File: config.mk
export PLATFORM = sky130hd
export DESIGN_NAME = lift_ctrl_flat
export DESIGN_NICKNAME = d
export VERILOG_FILES = /design/src/rtl/lift_pkg.sv /design/src/rtl/lift_if.sv /design/src/rtl/lift_timer.sv /design/src/rtl/lift_ctrl.sv /design/src/flat_wrapper.sv
export SDC_FILE = /design/constraint.sdc
export NUM_CORES = 1
export LEC_CHECK = 0
export CORE_UTILIZATION = 53
export DETAILED_ROUTE_END_ITERATION = 16
export PLACE_DENSITY_LB_ADDON = 0.3
export SETUP_SLACK_MARGIN = 0.02
export SYNTH_ARGS = -nofsm -noshare
export SYNTH_HDL_FRONTEND = slang
export SYNTH_HIERARCHICAL = 1
export SYNTH_SLANG_ARGS = --single-unit
File: constraint.sdc
create_clock -name clk -period 4.25 [get_ports clk]
set_clock_uncertainty 0.05 [all_clocks]
set_input_delay 0.85 -clock clk [delete_from_list [all_inputs] [get_ports clk]]
set_output_delay 0.85 -clock clk [all_outputs]
set_load 0.02 [all_outputs]
File: src/rtl/lift_pkg.sv
// Shared types and helpers for the lift car controller.
// Car state, floor code width and the ahead/behind mask helper.
package lift_pkg;

    typedef enum logic [1:0] {
        IDLE,
        MOVE,
        DOOR
    } state_t;

    localparam int FLOOR_W = 4;
    localparam int MASK_W  = 1 << FLOOR_W;

    // Floors strictly above fl when up=1, strictly below when up=0.
    function automatic logic [MASK_W-1:0] side_mask(
        input logic [FLOOR_W-1:0] fl,
        input logic               up
    );
        logic [MASK_W-1:0] m;
        m = '0;
        for (int i = 0; i < MASK_W; i++) begin
            if (up) m[i] = (i > int'(fl));
            else    m[i] = (i < int'(fl));
        end
        return m;
    endfunction

endpackage

File: src/rtl/lift_if.sv
// Call inputs and car status outputs of the lift controller.
// master drives calls and watches status; slave is the controller.
interface lift_if #(
    parameter int N_FLOORS = 8
) ();

    logic [N_FLOORS-1:0]          call_req;
    logic [lift_pkg::FLOOR_W-1:0] floor;
    logic                         dir_up;
    logic                         moving;
    logic                         door_open;
    logic [N_FLOORS-1:0]          pending;

    modport master (
        output call_req,
        input  floor, dir_up, moving, door_open, pending
    );

    modport slave (
        input  call_req,
        output floor, dir_up, moving, door_open, pending
    );

endinterface

File: src/rtl/lift_timer.sv
// Up-counter shared by travel and door phases.
// Reloads to 0 on start; done pulses when the count hits i_last.
module lift_timer #(
    parameter int W = 8
) (
    input  logic         clk,
    input  logic         rst,
    input  logic         i_start,
    input  logic         i_en,
    input  logic [W-1:0] i_last,
    output logic         o_done
);

    logic [W-1:0] r_cnt;

    // Count while enabled; every state entry restarts from zero.
    always_ff @(posedge clk) begin
        if (rst)          r_cnt <= '0;
        else if (i_start) r_cnt <= '0;
        else if (i_en)    r_cnt <= r_cnt + 1'b1;
    end

    assign o_done = i_en && (r_cnt == i_last);

endmodule

File: src/rtl/lift_ctrl.sv
// Lift car controller: latches calls, moves one floor per travel
// period in SCAN order and holds the door open at served floors.
module lift_ctrl
    import lift_pkg::*;
#(
    parameter int N_FLOORS      = 8,
    parameter int TRAVEL_CYCLES = 50_000_000,
    parameter int DOOR_CYCLES   = 100_000_000
) (
    input  logic clk,
    input  logic rst,
    lift_if.slave bus
);

    localparam int MAX_C = (TRAVEL_CYCLES > DOOR_CYCLES) ?
                           TRAVEL_CYCLES : DOOR_CYCLES;
    localparam int TW    = $clog2(MAX_C + 1);
    localparam logic [TW-1:0] TRAVEL_LAST = TW'(TRAVEL_CYCLES - 1);
    localparam logic [TW-1:0] DOOR_LAST   = TW'(DOOR_CYCLES - 1);

    state_t               r_state;
    state_t               w_next;
    logic [FLOOR_W-1:0]   r_floor;
    logic [FLOOR_W-1:0]   w_floor_nx;
    logic [FLOOR_W-1:0]   w_step;
    logic [FLOOR_W-1:0]   w_eval;
    logic                 r_dir_up;
    logic                 w_dir_nx;
    logic                 r_moving;
    logic                 r_door;
    logic [N_FLOORS-1:0]  r_pending;
    logic [N_FLOORS-1:0]  w_req;
    logic [N_FLOORS-1:0]  w_clear;
    logic [MASK_W-1:0]    w_req_x;
    logic [MASK_W-1:0]    w_call_x;
    logic                 w_here;
    logic                 w_ahead;
    logic                 w_behind;
    logic                 w_arrive;
    logic                 w_start;
    logic                 w_done;
    logic [TW-1:0]        w_last;

    assign w_req    = r_pending | bus.call_req;
    assign w_req_x  = MASK_W'(w_req);
    assign w_call_x = MASK_W'(bus.call_req);
    assign w_step   = r_dir_up ? r_floor + 4'd1 : r_floor - 4'd1;
    assign w_arrive = (r_state == MOVE) && w_done;
    // Decisions on arrival look at the floor being stepped onto.
    assign w_eval   = w_arrive ? w_step : r_floor;
    assign w_here   = w_req_x[w_eval];
    assign w_ahead  = |(w_req_x & side_mask(w_eval, r_dir_up));
    assign w_behind = |(w_req_x & side_mask(w_eval, ~r_dir_up));
    assign w_last   = (r_state == MOVE) ? TRAVEL_LAST : DOOR_LAST;

    lift_timer #(
        .W       (TW)
    ) u_timer (
        .clk     (clk),
        .rst     (rst),
        .i_start (w_start),
        .i_en    (r_state != IDLE),
        .i_last  (w_last),
        .o_done  (w_done)
    );

    // Next state, floor step, direction flip and timer restarts.
    always_comb begin
        w_next     = r_state;
        w_floor_nx = r_floor;
        w_dir_nx   = r_dir_up;
        w_start    = 1'b0;
        unique case (r_state)
            IDLE: begin
                if (w_here) begin
                    w_next  = DOOR;
                    w_start = 1'b1;
                end else if (w_ahead) begin
                    w_next  = MOVE;
                    w_start = 1'b1;
                end else if (w_behind) begin
                    w_dir_nx = ~r_dir_up;
                    w_next   = MOVE;
                    w_start  = 1'b1;
                end
            end
            MOVE: begin
                if (w_done) begin
                    w_floor_nx = w_step;
                    w_start    = 1'b1;
                    if (w_here)       w_next = DOOR;
                    else if (w_ahead) w_next = MOVE;
                    else              w_next = IDLE;
                end
            end
            DOOR: begin
                if (w_call_x[r_floor]) begin
                    w_start = 1'b1;
                end else if (w_done) begin
                    w_next  = IDLE;
                    w_start = 1'b1;
                end
            end
            default: begin
                w_next = IDLE;
            end
        endcase
    end

    // Served floor is cleared on DOOR entry and throughout DOOR.
    always_comb begin
        w_clear = '0;
        if (w_next == DOOR || r_state == DOOR) begin
            for (int i = 0; i < N_FLOORS; i++) begin
                w_clear[i] = (i == int'(w_eval));
            end
        end
    end

    // State, position and registered outputs.
    always_ff @(posedge clk) begin
        if (rst) begin
            r_state   <= IDLE;
            r_floor   <= '0;
            r_dir_up  <= 1'b1;
            r_moving  <= 1'b0;
            r_door    <= 1'b0;
            r_pending <= '0;
        end else begin
            r_state   <= w_next;
            r_floor   <= w_floor_nx;
            r_dir_up  <= w_dir_nx;
            r_moving  <= (w_next == MOVE);
            r_door    <= (w_next == DOOR);
            r_pending <= (r_pending | bus.call_req) & ~w_clear;
        end
    end

    assign bus.floor     = r_floor;
    assign bus.dir_up    = r_dir_up;
    assign bus.moving    = r_moving;
    assign bus.door_open = r_door;
    assign bus.pending   = r_pending;

endmodule

File: src/flat_wrapper.sv
// flat-port wrapper written by rule: the top's interface ports become plain ports
module lift_ctrl_flat import lift_pkg::*;
#(
    parameter int N_FLOORS      = 8,
    parameter int TRAVEL_CYCLES = 50_000_000,
    parameter int DOOR_CYCLES   = 100_000_000
)
  (clk, rst, bus_call_req, bus_floor, bus_dir_up, bus_moving, bus_door_open, bus_pending);
  lift_if #(.N_FLOORS(N_FLOORS)) bus_i ();
  input  logic clk;
  input  logic rst;
  input wire logic [$bits(bus_i.call_req)-1:0] bus_call_req;
  output wire logic [$bits(bus_i.floor)-1:0] bus_floor;
  output wire logic [$bits(bus_i.dir_up)-1:0] bus_dir_up;
  output wire logic [$bits(bus_i.moving)-1:0] bus_moving;
  output wire logic [$bits(bus_i.door_open)-1:0] bus_door_open;
  output wire logic [$bits(bus_i.pending)-1:0] bus_pending;
  assign bus_i.call_req = bus_call_req;
  assign bus_floor = bus_i.floor;
  assign bus_dir_up = bus_i.dir_up;
  assign bus_moving = bus_i.moving;
  assign bus_door_open = bus_i.door_open;
  assign bus_pending = bus_i.pending;
  lift_ctrl #(.N_FLOORS(N_FLOORS), .TRAVEL_CYCLES(TRAVEL_CYCLES), .DOOR_CYCLES(DOOR_CYCLES)) u_core (.clk(clk), .rst(rst), .bus(bus_i));
endmodule
==> metrics.cfg <==
[synthesis]
yosysUniqueCellTypes = 72
synthArstFlopShare_pct = 0
synth_fa_ha_area_share_pct = 1.77
synth.mux.area_fraction_pct = 3.80
syn_area_sq_um = 3260
synth-edff-count = 0
synth-compound-area-share_pct = 25.0
yosys_most_used_dff = dfxtp_1
ys_warn_count = 6
synth-seq-cells = 44
seq_area_frac_synth_pct = 27.0
synth.avg_cell_area_sq_um = 8.06
synth_top_family_by_area = simple AND/OR/NAND/NOR gates
synth_xor_area_share_pct = 10.7
synth_cells = 404
synthSimpleGateAreaFrac_pct = 26.1

[worst_setup_path]
cp.arrival_ns = 4.43
cp_top_family = simple AND/OR/NAND/NOR gates
required_ns = 4.44
max_stage_delay_ns = 0.55
rr_endpoint = u_core/u_timer/r_cnt[26]
reg2reg_depth = 17
start_kind = flip-flop
r2r_start = u_core/r_state[0]
crit_buf_inv = 3
critical_path_class = reg2reg
cpMaxStageDelayCell = or4_4
cp-end-kind = flip-flop
r2r_slack_ns = 0.01
path_cells = nor2b_4 -> inv_4 -> xnor2_1 -> nand4_1 -> or4_4 -> nor4_4 -> buf_4 -> buf_4 -> nand4b_1 -> o21ai_2 -> a41oi_1 -> a32oi_1 -> o2111ai_2 -> o31ai_2 -> o21ai_2 -> or3_1 -> mux2i_1
worst-path-max-fanout = 8

[hold_path]
holdPathEnd = u_core/u_timer/r_cnt[26]
worstHoldStart = u_core/u_timer/r_cnt[26]
whs_path_depth = 2
worstHoldPathType = reg2reg

[cts]
tritoncts = built
cts_root_buf = clkbuf_8
clk_pin_slew_ns = 0.10
cts_max_level = 2
cts.sinks = 44
cts_buffers = 5
clk_latency_ns = 0.31
cts_buffer_depth = 2
hold_buffers = 0

[die]
chipWidth_um = 80.4
start_util_pct = 55.0
io_pins = 25
die_area_sq_um = 6460
coreArea_sq_um = 5920
fp-row-count = 28
chipHeight_um = 80.4

[finish]
layout_commonest_cell = dfxtp_1
diodes = 0
drive_gt1_share_pct = 18.0
num-fill-cells = 472
fin_nets = 469
final_cell_area_sq_um = 4020
mostFrequentLayoutCells = dfxtp_1, nor2_1, xnor2_1
area_growth_pct = 23.3

[run]
max-cap-violations = 0

[detailed_routing]
drt_pre_antenna_iters = 5
ant_nets = 0
viasPerCell = 6.48
via_count = 3439
drt_iter0_markers = 449
wirelength_um = 9410
drc = 0
wl_per_cell_um = 17.7

[placed_design]
dp_slack_ns = -0.0306
place_congestion = 0.981
portBuffers = 24
placed_cell_area_sq_um = 3720
hpwl_um = 6600

[global_routing]
grt_pass1_vias = 3138
grt_pass1_wl_um = 14700
grt_overflow = 0
gr-usage-met1_pct = 36.2
antenna_found_initial = 0
grtUsageTotal_pct = 29.4
top_usage_layer = met2
grt_util_met2_pct = 49.7
grt_max_degree = 22
use_met3_pct = 5.00

[timing]
fmax_mhz = 236
rsz0062_at_grt = yes
final_max_slew_viol_count = 0
worst_slack_ns = 0.0129
worst_pin_slew_ns = 0.841
relSlewSlack_pct = 43.8
setup_violations = 0
period_needed_ns = 4.24
timing.final.crit_share_pct = 99.7
final_hold_viol_count = 0

[power]
p_leak_uw = 0.00126
powerDensity_nw_per_um2 = 232
peakVddDrop_mv = 0.214

[run_status]
status = complete, no violations

## worst min-delay path: cells and delay by family (launching register included)
kind / cells / cell delay (ns)
and+or+nand+nor: 1 / 0.06
muxes: 1 / 0.05
DFF: 1 / 0.35
## worst max path at each step
stage	from	endpoint	slack, ns	depth (start not counted)
finish	u_core/r_state[0]	u_core/u_timer/r_cnt[26]	0.01	17
global route	u_core/r_state[0]	u_core/u_timer/r_cnt[26]	-0.14	17
CTS	u_core/r_state[0]	u_core/u_timer/r_cnt[26]	0.04	16
detailed placement	u_core/r_state[0]	u_core/u_timer/r_cnt[23]	-0.03	16
global placement	u_core/r_state[0]	u_core/u_timer/r_cnt[18]	0.03	16
floorplan	u_core/r_state[0]	u_core/u_timer/r_cnt[14]	0.03	20
## timing repair
action | 4_1_cts | 5_1_grt
buffers inserted | 3 | 3
gates cloned | 1 | 0
pin swaps | 4 | 10
setup endpoints to repair | 27 | 31
resized for setup | 4 | 23
## power breakdown
group          switching, uW  total, uW  internal [uW]
logic                   92.9        165           72.5
clock network            159        336            177
registers               7.97        431            423
total                    260        933            673
## area by class of cell
cell class | count | area (sq um) | area share (%)
Clock buffer | 5 | 68.8 | 1.71
Clock inverter | 3 | 46.3 | 1.15
Inverter | 13 | 51.3 | 1.28
Multi-Input combinational cell | 338 | 2410 | 60.0
Sequential cell | 44 | 883 | 22.0
Tap cell | 75 | 93.8 | 2.34
Timing Repair Buffer | 53 | 462 | 11.5
## routing by layer
| metal | up-vias | wire, um |
|---|---|---|
| li1 | 1621 | - |
| met3 | 41 | 691 |
| met5 | - | 0 |
| met4 | 0 | 381 |
| met1 | 1602 | 3850 |
| met2 | 175 | 4480 |
## cells by family (layout without fill, tap and decap cells)
kind of cell             after synthesis  after routing
flip-flops                            44             44
other                                  2             18
adder cells (fa/ha/maj)                4              4
XOR/XNOR                              39             39
AND/OR/NAND/NOR                      157            158
AO/OA/AOI/OAI                        111            111
multiplexers                           8              8
buffers and inverters                 39             74
## flip-flops by register name, indices dropped and copies added (netlist names)
| name | cells |
|---|---|
| u_core/bus.floor | 4 |
| u_core/bus.moving | 1 |
| u_core/r_state | 2 |
| u_core/bus.dir_up | 1 |
| u_core/bus.door_open | 1 |
| u_core/bus.pending | 8 |
| u_core/u_timer/r_cnt | 27 |
## Yosys cell counts (4+ instances only)
cell type | number | area share, %
nor2b_1 | 4 | 0.77
a21oi_1 | 27 | 4.1
a41oi_1 | 4 | 1.1
dfxtp_1 | 44 | 27
nand4_1 | 14 | 2.7
or4_1 | 13 | 3.0
o21ai_0 | 14 | 2.2
xor2_1 | 5 | 1.3
o31ai_1 | 12 | 2.8
and3_1 | 4 | 0.77
xnor2_1 | 33 | 8.9
nand2_1 | 20 | 2.3
clkbuf_1 | 16 | 1.8
inv_1 | 12 | 1.4
or3_1 | 8 | 1.5
a211oi_1 | 6 | 1.4
nor3_1 | 19 | 2.9
nor2_1 | 41 | 4.7
buf_2 | 6 | 0.92
nand3_1 | 10 | 1.5
## stage by stage
stage                     setup TNS [ns]  util (%)  hold WS (ns)  cells  power, uW
final                                  0      67.8         0.452    531        933
after global routing               -3.01      67.8         0.468    531        966
after detailed placement          -0.322      62.9         0.435    516        590
after floorplan                        0         -         0.406    420        541
after CTS                              0      65.6         0.449    528        929
after global placement                 0      62.9         0.424    516        589
No activity file was read; power rests on OpenSTA's default activity.
